File: src/rtl/sfifo_drain_pkg.sv
// Shared types for the sfifo burst drain: FSM state encoding and the
// occupancy-count width helper that mirrors the feeding sfifo.
package sfifo_drain_pkg;

  localparam logic [1:0] DRAIN_IDLE = 2'd0;

  typedef enum logic [1:0] {
    IDLE  = DRAIN_IDLE,
    WAIT  = 2'd1,
    BURST = 2'd2
  } drain_state_e;

  // Width of sfifo.num_vld for a given FIFO depth.
  function automatic int nv_width(input int depth);
    return ((depth == 1) ? 1 : $clog2(depth)) + 1;
  endfunction

endpackage

File: src/rtl/sfifo_burst_drain_if.sv
// Framed valid/ready output stream of the burst drain.
interface sfifo_burst_drain_if #(
  parameter int WIDTH = 4
);
  logic             out_vld;
  logic             out_rdy;
  logic [WIDTH-1:0] out_data;
  logic             out_sop;
  logic             out_eop;

  modport master (output out_vld, out_data, out_sop, out_eop, input out_rdy);
  modport slave  (input out_vld, out_data, out_sop, out_eop, output out_rdy);
endinterface

File: src/rtl/sfifo_skid2.sv
// Generic 2-entry valid/ready skid buffer in FIFO order; the output always
// comes from entry 0, so out_vld/out_data are straight from flops.
module sfifo_skid2 #(
  parameter int W = 8
) (
  input  logic         clk,
  input  logic         rst_n,
  input  logic         flush,
  input  logic         push,
  input  logic [W-1:0] push_data,
  output logic         full,
  output logic [1:0]   cnt,
  input  logic         pop_rdy,
  output logic         out_vld,
  output logic [W-1:0] out_data
);

  logic [W-1:0] ent0;
  logic [W-1:0] ent1;
  logic         pop;
  logic         put;

  assign out_vld  = (cnt != 2'd0);
  assign full     = (cnt == 2'd2);
  assign pop      = out_vld && pop_rdy;
  assign put      = push && (!full || pop);
  assign out_data = ent0;

  // NOTE: the two entries are reset as well as the count, because the
  // output data is taken straight from entry 0 and must read 0 out of reset.
  always_ff @(posedge clk or negedge rst_n) begin
    if (!rst_n) begin
      cnt  <= 2'd0;
      ent0 <= '0;
      ent1 <= '0;
    end else if (flush) begin
      cnt <= 2'd0;
    end else begin
      // NOTE: non-blocking assignments let ent0 take the old ent1 while ent1
      // is overwritten in the same edge, without ordering hazards.
      unique case ({put, pop})
        2'b10: begin
          if (cnt == 2'd0) ent0 <= push_data;
          else             ent1 <= push_data;
          cnt <= cnt + 2'd1;
        end
        2'b01: begin
          ent0 <= ent1;
          cnt  <= cnt - 2'd1;
        end
        2'b11: begin
          if (cnt == 2'd1) begin
            ent0 <= push_data;
          end else begin
            ent0 <= ent1;
            ent1 <= push_data;
          end
        end
        default: ;
      endcase
    end
  end

endmodule

File: src/rtl/sfifo_burst_drain.sv
// Drains an sfifo (RD_MUX=0) into sop/eop-framed bursts of up to MAX_BURST
// beats, started by the FIFO threshold or by a wait timeout.
module sfifo_burst_drain
  import sfifo_drain_pkg::*;
#(
  parameter int WIDTH     = 4,
  parameter int DEPTH     = 4,
  parameter int MAX_BURST = 4,
  parameter int TIMEOUT   = 16,
  parameter int NV_WIDTH  = nv_width(DEPTH)
) (
  input  logic                clk,
  input  logic                rst_n,
  input  logic                flush,
  output logic                fifo_rd,
  input  logic [WIDTH-1:0]    fifo_rd_data,
  input  logic                fifo_empty,
  input  logic                fifo_tempty,
  input  logic [NV_WIDTH-1:0] fifo_num_vld,
  sfifo_burst_drain_if.master st,
  output logic                timeout_evt,
  output logic                busy
);

  localparam int TW = $clog2(TIMEOUT + 1);
  localparam int BW = $clog2(MAX_BURST + 1);
  localparam logic [TW-1:0] TMR_LAST  = TW'(TIMEOUT - 1);
  localparam logic [BW-1:0] BEAT_LAST = BW'(MAX_BURST - 1);

  typedef struct packed {
    logic [WIDTH-1:0] data;
    logic             sop;
    logic             eop;
  } beat_t;

  drain_state_e  state;
  logic [TW-1:0] timer;
  logic [BW-1:0] beat_cnt;
  logic          beat_eop;
  logic          skid_full;
  logic          skid_vld;
  logic [1:0]    skid_cnt;
  beat_t         push_beat;
  beat_t         head;

  // A beat closes the burst at the size limit or when it is the last word in
  // the FIFO; a write landing in the same cycle does not extend the burst.
  assign beat_eop = (beat_cnt == BEAT_LAST) || (fifo_num_vld == NV_WIDTH'(1));

  // NOTE: combinational outputs are plain continuous assigns, so there is no
  // partially-assigned always_comb that could infer a latch.
  assign fifo_rd   = (state == BURST) && !fifo_empty && !skid_full && !flush;
  assign push_beat = '{data: fifo_rd_data, sop: (beat_cnt == '0), eop: beat_eop};
  assign busy      = (state != drain_state_e'(DRAIN_IDLE)) || (skid_cnt != 2'd0);

  sfifo_skid2 #(
    .W ($bits(beat_t))
  ) u_skid (
    .clk       (clk),
    .rst_n     (rst_n),
    .flush     (flush),
    .push      (fifo_rd),
    .push_data (push_beat),
    .full      (skid_full),
    .cnt       (skid_cnt),
    .pop_rdy   (st.out_rdy),
    .out_vld   (skid_vld),
    .out_data  (head)
  );

  assign st.out_vld  = skid_vld;
  assign st.out_data = head.data;
  assign st.out_sop  = head.sop;
  assign st.out_eop  = head.eop;

  always_ff @(posedge clk or negedge rst_n) begin
    if (!rst_n) begin
      state       <= IDLE;
      timer       <= '0;
      beat_cnt    <= '0;
      timeout_evt <= 1'b0;
    end else if (flush) begin
      state       <= IDLE;
      timer       <= '0;
      beat_cnt    <= '0;
      timeout_evt <= 1'b0;
    end else begin
      timeout_evt <= 1'b0;
      unique case (state)
        IDLE: begin
          if (!fifo_empty) begin
            state <= WAIT;
            timer <= '0;
          end
        end
        WAIT: begin
          if (!fifo_tempty) begin
            state <= BURST;
          end else if (timer == TMR_LAST) begin
            state       <= BURST;
            timeout_evt <= 1'b1;
          end else begin
            timer <= timer + TW'(1);
          end
        end
        BURST: begin
          if (fifo_rd) begin
            if (beat_eop) begin
              state    <= IDLE;
              beat_cnt <= '0;
            end else begin
              beat_cnt <= beat_cnt + BW'(1);
            end
          end
        end
        default: state <= IDLE;
      endcase
    end
  end

endmodule

File: src/flat_wrapper.sv
// flat-port wrapper written by rule: the top's interface ports become plain ports
module sfifo_burst_drain_flat import sfifo_drain_pkg::*;
#(
  parameter int WIDTH     = 4,
  parameter int DEPTH     = 4,
  parameter int MAX_BURST = 4,
  parameter int TIMEOUT   = 16,
  parameter int NV_WIDTH  = nv_width(DEPTH)
)
  (clk, rst_n, flush, fifo_rd, fifo_rd_data, fifo_empty, fifo_tempty, fifo_num_vld, timeout_evt, busy, st_out_vld, st_out_data, st_out_sop, st_out_eop, st_out_rdy);
  sfifo_burst_drain_if #(.WIDTH(WIDTH)) st_i ();
  input  logic clk;
  input  logic rst_n;
  input  logic flush;
  output logic fifo_rd;
  input  logic [WIDTH-1:0] fifo_rd_data;
  input  logic fifo_empty;
  input  logic fifo_tempty;
  input  logic [NV_WIDTH-1:0] fifo_num_vld;
  output logic timeout_evt;
  output logic busy;
  output wire logic [$bits(st_i.out_vld)-1:0] st_out_vld;
  output wire logic [$bits(st_i.out_data)-1:0] st_out_data;
  output wire logic [$bits(st_i.out_sop)-1:0] st_out_sop;
  output wire logic [$bits(st_i.out_eop)-1:0] st_out_eop;
  input wire logic [$bits(st_i.out_rdy)-1:0] st_out_rdy;
  assign st_out_vld = st_i.out_vld;
  assign st_out_data = st_i.out_data;
  assign st_out_sop = st_i.out_sop;
  assign st_out_eop = st_i.out_eop;
  assign st_i.out_rdy = st_out_rdy;
  sfifo_burst_drain #(.WIDTH(WIDTH), .DEPTH(DEPTH), .MAX_BURST(MAX_BURST), .TIMEOUT(TIMEOUT), .NV_WIDTH(NV_WIDTH)) u_core (.clk(clk), .rst_n(rst_n), .flush(flush), .fifo_rd(fifo_rd), .fifo_rd_data(fifo_rd_data), .fifo_empty(fifo_empty), .fifo_tempty(fifo_tempty), .fifo_num_vld(fifo_num_vld), .st(st_i), .timeout_evt(timeout_evt), .busy(busy));
endmodule
File: config.mk
export PLATFORM = sky130hd
export DESIGN_NAME = sfifo_burst_drain_flat
export DESIGN_NICKNAME = d
export VERILOG_FILES = /design/src/rtl/sfifo_drain_pkg.sv /design/src/rtl/sfifo_burst_drain_if.sv /design/src/rtl/sfifo_skid2.sv /design/src/rtl/sfifo_burst_drain.sv /design/src/flat_wrapper.sv
export SDC_FILE = /design/constraint.sdc
export NUM_CORES = 1
export LEC_CHECK = 0
export ABC_AREA = 1
export BUFFER_PORTS_ARGS = -buffer_cell sky130_fd_sc_hd__buf_4
export CORE_UTILIZATION = 50
export CTS_BUF_LIST = sky130_fd_sc_hd__clkbuf_16
export DETAILED_ROUTE_END_ITERATION = 8
export PLACE_DENSITY = 0.73
export SKIP_CTS_REPAIR_TIMING = 1
export SYNTH_ARGS = -nofsm -noshare
export SYNTH_HDL_FRONTEND = slang
export SYNTH_HIERARCHICAL = 1
export SYNTH_SLANG_ARGS = --single-unit
File: constraint.sdc
create_clock -name clk -period 5.6 [get_ports clk]
set_input_delay 1.68 -clock clk [delete_from_list [all_inputs] [get_ports clk]]
set_output_delay 1.68 -clock clk [all_outputs]
set_load 0.02 [all_outputs]
* Word level (Yosys, flattened, before mapping)
Cells that the tools add are included.
** Cells by class
- $add $sub $neg :: 4
- $mul :: 0
- Div/mod/pow operators :: 0
- Magnitude comparators :: 0
- Equality and inequality tests :: 19
- Shift-type cells :: 0
- Mux-type cells :: 28
- Bitwise logic cells :: 1
- Reduce and logical (&&, ||, !) cells :: 27
** Operators with widths (number)
- $mux 6 :: 4
- $mux 5 :: 4
- $pmux 6 s3 :: 1
- $mux 2 :: 7
- $mux 3 :: 4
- $ne 3x3->1 const B :: 4
- $pmux 6 s2 :: 1
- $reduce_and 4->1 :: 3
- $pmux 5 s2 :: 1
- $reduce_bool 2->1 :: 5
- $reduce_bool 3->1 :: 3
- $eq 2x2->1 const B :: 4
- $eq 2x1->1 const B :: 3
- $ne 2x2->1 const B :: 3
- $pmux 2 s3 :: 1
- $add 5x1->5 const B :: 1
- $eq 5x4->1 const B :: 1
- $logic_and 1x1->1 :: 5
- $logic_not 2->1 :: 2
- $mux 1 :: 4
- $ne 4x3->1 const B :: 1
- $pmux 2 s2 :: 1
- $add 3x1->3 const B :: 1
- $eq 3x1->1 const B :: 1
- 10 further kinds :: 14
** Storage, ports and cells
- Register bits :: 25
- Latch bits :: 0
- Bits in writable memories :: 0
- Bits in read-only memories :: 0
- Output and inout bits :: 10
- Logic and storage cells :: 86
- Memories :: 0

* Longest topological paths before layout
Gate-level depths: netlist of the first run.
- Depth in word-level cells :: 8
- Gate-level depth with buffers :: 11
- Gate-level depth less buffers :: 11

* Hierarchy
The synthesis of the first run kept the hierarchy.
** By module, submodules not included
- sfifo_skid2 :: instances 1, cells each 107, area each 795.8 um^2, sequential area each 350.3 um^2
- sfifo_burst_drain :: instances 1, cells each 100, area each 740.7 um^2, sequential area each 275.3 um^2

* Worst setup path after synthesis of the first run
No wires, ideal clock.
- Kind :: input to output
- Start :: input port fifo_empty
- End :: output port fifo_rd
- Arrival time :: 2286 ps
- Path slack :: 1634 ps
- Stages on the path :: 3
- Buffers on the path :: 0
- Path through :: nor2_1 -> nand2_1 -> nor2_2
** On the way
- Word-level cells in the longest chain between the ends :: 4
** RTL lines
- start, declared :: line flat_wrapper.sv:17 : input logic fifo_empty;
- $logic_not 1->1 :: line sfifo_burst_drain.sv:52 : assign fifo_rd = (state == BURST) && !fifo_empty && !skid_full && !flush;
- $logic_and 1x1->1 (3 in a row) :: line sfifo_burst_drain.sv:52
- end, declared :: line flat_wrapper.sv:15 : output logic fifo_rd;
Every way passes these cells.

* Worst setup path after layout of the first run
Ends and elaborated chain as after synthesis.

==> results.cfg, run 1 <==
[routing]
via_per_inst = 5.34
drtIter0Drc = 61
drtAntennaViolNets = 0
first_pass_iters = 6
drcViolationCount = 4
vias = 1410
wl_per_cell_um = 12.7
routed_wl_um = 3350

[final_layout]
synthToLayoutAreaGrowth_pct = 18.6
fillers = 230
drive_above_1_share = 0.197
nets = 255
register_area_um2 = 626
insertedDiodeCount = 0
final_cells = 264
final_area_um2 = 1820
multiInputGateArea_um2 = 800

[synthesis]
ys.flop_type = dfrtp_1
synth_xor_area_frac = 0
yosys_register_bits = 25
synth.largest_area_cell = dfrtp_1
yosysSeqAreaShare = 0.407
synthAdderAreaFrac = 0.0651
synth.distinct_cells = 24
synth_edf_count = 0
postSynthCellCount = 207
syn_avg_cell_area_um2 = 7.42
synth_top_family_by_area = simple AND/OR/NAND/NOR gates
synth.most_common_cell = nand2_1
synth_top_area_share = 0.407
synth-simple-area-share = 0.418
yosys_warnings = 6
synth_area_leaders = dfrtp_1 41%, nand2_1 19%, nand3_1 8.1%
synthArstFlopShare = 1.00
synthMuxAreaShare = 0
ys_top_cells_by_count = 78 x nand2_1, 26 x inv_1, 25 x dfrtp_1, 25 x nand3_1, 15 x nor2_1
synth_nets = 228
syn_area_um2 = 1540
synth_compound_area_frac = 0.0375

[global_route]
first_global_vias = 1393
grt_max_degree = 26
overflow = 0
antenna_found_initial = 0
grt_pass1_wl_um = 5590
grtUsageTotal = 0.218

[setup_path]
crit_path_max_incr_delay_ns = 0.33
crit_chain = buf_4, nor2_1, nand2_1, nor2_2, buf_4
start_kind = input pin
crit_path_end_kind = output pin
crit_fanout = 8
worstPathRequired_ns = 3.92
slowest_stage = nor2_2
critical_path_arrival_ns = 2.59
critical_path.most_common_cell = buf_4
critical_path_class = in2out

[clock_network]
cts_tree = built
numCtsBuffers = 3
clk_pin_slew_worst_paths_ns = 0.06
cts_sinks = 25
htreeDepth = 1
clock_path_buffers = 2
clockRootBuffer = clkbuf_16
clk-insertion-delay-late_ns = 0.26

[power_and_ir_drop]
p_total_mw = 0.730
p_leak_nw = 1.00
power-per-cell-area_nw_per_um2 = 400
ir_drop_uv = 204

[die]
core_area_um2 = 2830
die_h_um = 57.4
io-pin-count = 23
row_count = 19
start_util = 0.543
die_area_um2 = 3300
dieWidth_um = 57.4

[placed_design]
place.gp.congestion = 0.886
place_area_um2 = 1740
portBuffers = 22
post-place-cells = 260
dpl.hpwl_um = 2610

[timing]
post-route-period-util = 0.762
max_freq_ghz = 0.234
relSlewSlack = 0.739
skew_ns = 0.00211
finalSetupTns_ns = 0
rsz0062_at_grt = false
finalCriticalPeriod_ns = 4.27
finalHoldViolations = 0
worst_pin_slew_ns = 0.391
drv_slew = 0
setup_viol = 0

[flow_run]
cap_violations = 0

[run_status]
violations = DRC
status = finished with violations

[worst_hold_path]
hp-class = reg2reg
-- power breakdown --
part	switching [mW]	total [mW]	internal, mW
Combinational	0.190	0.299	0.110
Clock	0.0647	0.162	0.0969
Sequential	0.0396	0.269	0.230
Total	0.294	0.730	0.436
-- flip-flops by register name (all words and copies together), names as in the netlist --
name,count
u_core/u_skid/out_data,6
u_core/timer,5
u_core/u_skid/ent1,6
u_core/state,2
u_core/beat_cnt,3
u_core/u_skid/cnt,2
u_core/timeout_evt,1
-- cell families after synthesis --
logic type	after synthesis
fa+ha+maj	8
compound gates	7
flops	25
buf+inv	29
simple gates	138
-- layer usage --
layer / vias up / global-route usage / routed length (µm)
met5: - / 0 / 0
met4: 0 / 0.0941 / 63
met3: 8 / 0.0272 / 144
met2: 39 / 0.405 / 1740
met1: 658 / 0.249 / 1400
li1: 705 / - / -
-- stage by stage --
step | util | setup WS [ns] | hold WS (ns)
after floorplan | - | 1.63 | 0.442
after global placement | 0.615 | 1.35 | 0.455
after detailed placement | 0.615 | 1.32 | 0.462
after CTS | 0.644 | 1.32 | 0.479
after global routing | 0.644 | 1.24 | 0.502
final | 0.644 | 1.33 | 0.475
-- cells in the final DEF, fill, tap and decap left out --
master      Yosys  final
nor2_2          3      3
clkinvlp_4      0      1
nor2_1         15     15
nand3_1        25     25
nand4_1         1      1
buf_4           0     22
nand3_4         2      2
o21ai_1         1      1
inv_4           1      1
nand2_4         1      1
o22ai_2         1      1
inv_2           2      2
nor3_1          3      3
nand2_2         3      3
nand3_2         2      2
nand3b_1        1      1
a21oi_4         1      1
nor2_4          2      2
inv_1          26     26
clkbuf_16       0      3
dfrtp_1        25     25
or2_2           1      1
o21ai_0         3      3
o21ai_2         1      1
ha_1            8      8
or2_0           1      1
nand2_1        78     78
-- worst max-delay path, delay by kind of cell --
family | cells | cell delay, ns
simple gates | 3 | 0.57
buf+inv | 2 | 0.34
-- final timing paths --
path | slack [ns] | depth (start not counted) | from | endpoint
setup / recovery | 1.33 | 5 | fifo_empty | fifo_rd
hold / removal | 0.48 | 2 | u_core/timer[4] | u_core/timer[4]
hold reg to reg | 0.48 | 2 | u_core/timer[4] | u_core/timer[4]
max in group asynchronous | 4.04 | 1 | rst_n | u_core/u_skid/cnt[1]
min in group asynchronous | 1.31 | 1 | rst_n | u_core/u_skid/ent1[4]
setup reg to reg | 3.53 | 10 | u_core/u_skid/cnt[0] | u_core/u_skid/out_data[1]
-- cell type report --
type                    count  share of cell area
clock inverters             1             0.00412
inverters                  29              0.0611
multi-input cells         153               0.439
well taps                  31              0.0213
clock buffers               3              0.0412
repair buffers             22              0.0906
flip-flops and latches     25               0.343
(Power assumes the default switching activity.)
==> run 2: changes to the inputs <==
Clock period 5.6 ns to 4.4 ns, I/O delays scaled along.
==> results.cfg, run 2 (synthesized netlist as in run 1, its figures left out) <==
[final_layout]
fillers = 264
drive_above_1_share = 0.197
register_area_um2 = 626
layout_commonest_cell = nand2_1
final_cell_mix = 78 x nand2_1, 26 x inv_1, 25 x nand3_1, 25 x dfrtp_1, 22 x buf_4
insertedDiodeCount = 0
nets = 255
post-route-util = 0.644
synthToLayoutAreaGrowth_pct = 18.6
multiInputGateArea_um2 = 800

[placed_design]
dpl.hpwl_um = 2620
portBuffers = 22
place.gp.congestion = 0.886

[global_route]
grt_max_degree = 26
met2_usage = 0.395
grtUsageTotal = 0.219
overflow = 0
grt_pass1_wl_um = 5620
first_global_vias = 1369
grtUsageMet3 = 0.0340
grt_busiest_layer = met2
antenna_found_initial = 0
grt_util_met1 = 0.255

[timing]
rsz0062_at_grt = false
relSlewSlack = 0.745
finalCriticalPeriod_ns = 3.59
drv_slew = 0
worst_pin_slew_ns = 0.382
setup_viol = 0
skew_ns = 0.00265
finalSetupTns_ns = 0
max_freq_ghz = 0.279
finalHoldViolations = 0
post-route-period-util = 0.816

[setup_path]
critical_path.most_common_cell = buf_4
crit_path_end_kind = output pin
critical_path_arrival_ns = 2.27
start_kind = input pin
crit_family = simple AND/OR/NAND/NOR gates
critical_path_class = in2out
crit_path_max_incr_delay_ns = 0.33
critical_path_buf_inv_count = 2
worstPathRequired_ns = 3.08
slowest_stage = nor2_2
crit_chain = buf_4, nor2_1, nand2_1, nor2_2, buf_4
crit_fanout = 8

[clock_network]
cts_sinks = 25
clk-insertion-delay-late_ns = 0.26
cts_tree = built
clk_pin_slew_worst_paths_ns = 0.07
htreeDepth = 1
clock_path_buffers = 2
numCtsBuffers = 3
clockRootBuffer = clkbuf_16

[run_status]
violations = DRC
status = finished with violations

[routing]
routed_wl_um = 3360
via_per_inst = 5.39
first_pass_iters = 6
drtAntennaViolNets = 0
drtIter0Drc = 80
wl_per_cell_um = 12.7
drcViolationCount = 4
vias = 1423

[die]
dieWidth_um = 57.4
start_util = 0.543
die_area_um2 = 3300
core_area_um2 = 2830
io-pin-count = 23
die_h_um = 57.4
row_count = 19

[power_and_ir_drop]
p_leak_nw = 1.00
power-per-cell-area_nw_per_um2 = 511
ir_drop_uv = 330

[worst_hold_path]
hp-class = reg2reg

[flow_run]
cap_violations = 0
==> run 2: cell counts in the layout (fill, tap and decap cells not counted) <==
No cell type changed its count.
==> run 2: stage by stage <==
stage                     setup WS [ns]  power (mW)  instance area, µm²  instances  hold WS (ns)
final                             0.812       0.932                1820        264         0.475
after floorplan                    1.15       0.592                1540        207         0.442
after detailed placement          0.811       0.725                1740        260         0.466
after CTS                         0.807       0.935                1820        264         0.481
after global routing              0.731       0.991                1820        264         0.502
after global placement            0.874       0.706                1740        260         0.456
==> run 2: layout make-up <==
class | count | share of cell area
clock buffer | 3 | 0.0412
clock inverter | 1 | 0.00412
inverter | 29 | 0.0611
multi-input combinational | 153 | 0.439
sequential | 25 | 0.343
tap | 31 | 0.0213
timing repair buffer | 22 | 0.0906
==> run 2: per-layer routing <==
metal | wire, µm | part of all wire
met5 | 0 | 0
met4 | 57 | 0.017
met3 | 172 | 0.051
met2 | 1700 | 0.50
met1 | 1440 | 0.43
==> run 2: worst reg2reg max path: stages, from the launching register on <==
cell and delay, ns:
dfrtp_1 0.40, inv_1 0.10, ha_1 0.22, nor2_1 0.15
nand2_1 0.13, nor2_2 0.33, nand2_1 0.26, nand2_1 0.22
nand2_1 0.08, nand2_1 0.07, nand2_1 0.05, nand2_1 0.07
==> run 2: worst paths after layout <==
path                                      startpoint  slack [ns]  cells past startpoint                   endpoint
setup / recovery                          fifo_empty        0.81                      5                    fifo_rd
hold / removal             u_core/u_skid/out_data[3]        0.48                      2  u_core/u_skid/out_data[3]
setup reg to reg                u_core/u_skid/cnt[0]        2.27                     11  u_core/u_skid/out_data[4]
hold reg to reg            u_core/u_skid/out_data[3]        0.48                      2  u_core/u_skid/out_data[3]
max in group asynchronous                      rst_n        3.20                      1            u_core/state[0]
min in group asynchronous                      rst_n        0.95                      1      u_core/u_skid/ent1[4]
==> run 2: report_power, final <==
group | leakage [nW] | total [mW] | internal (mW) | switching (mW)
clock network | 0.0371 | 0.210 | 0.124 | 0.0869
registers | 0.333 | 0.344 | 0.292 | 0.0516
logic | 0.632 | 0.378 | 0.140 | 0.239
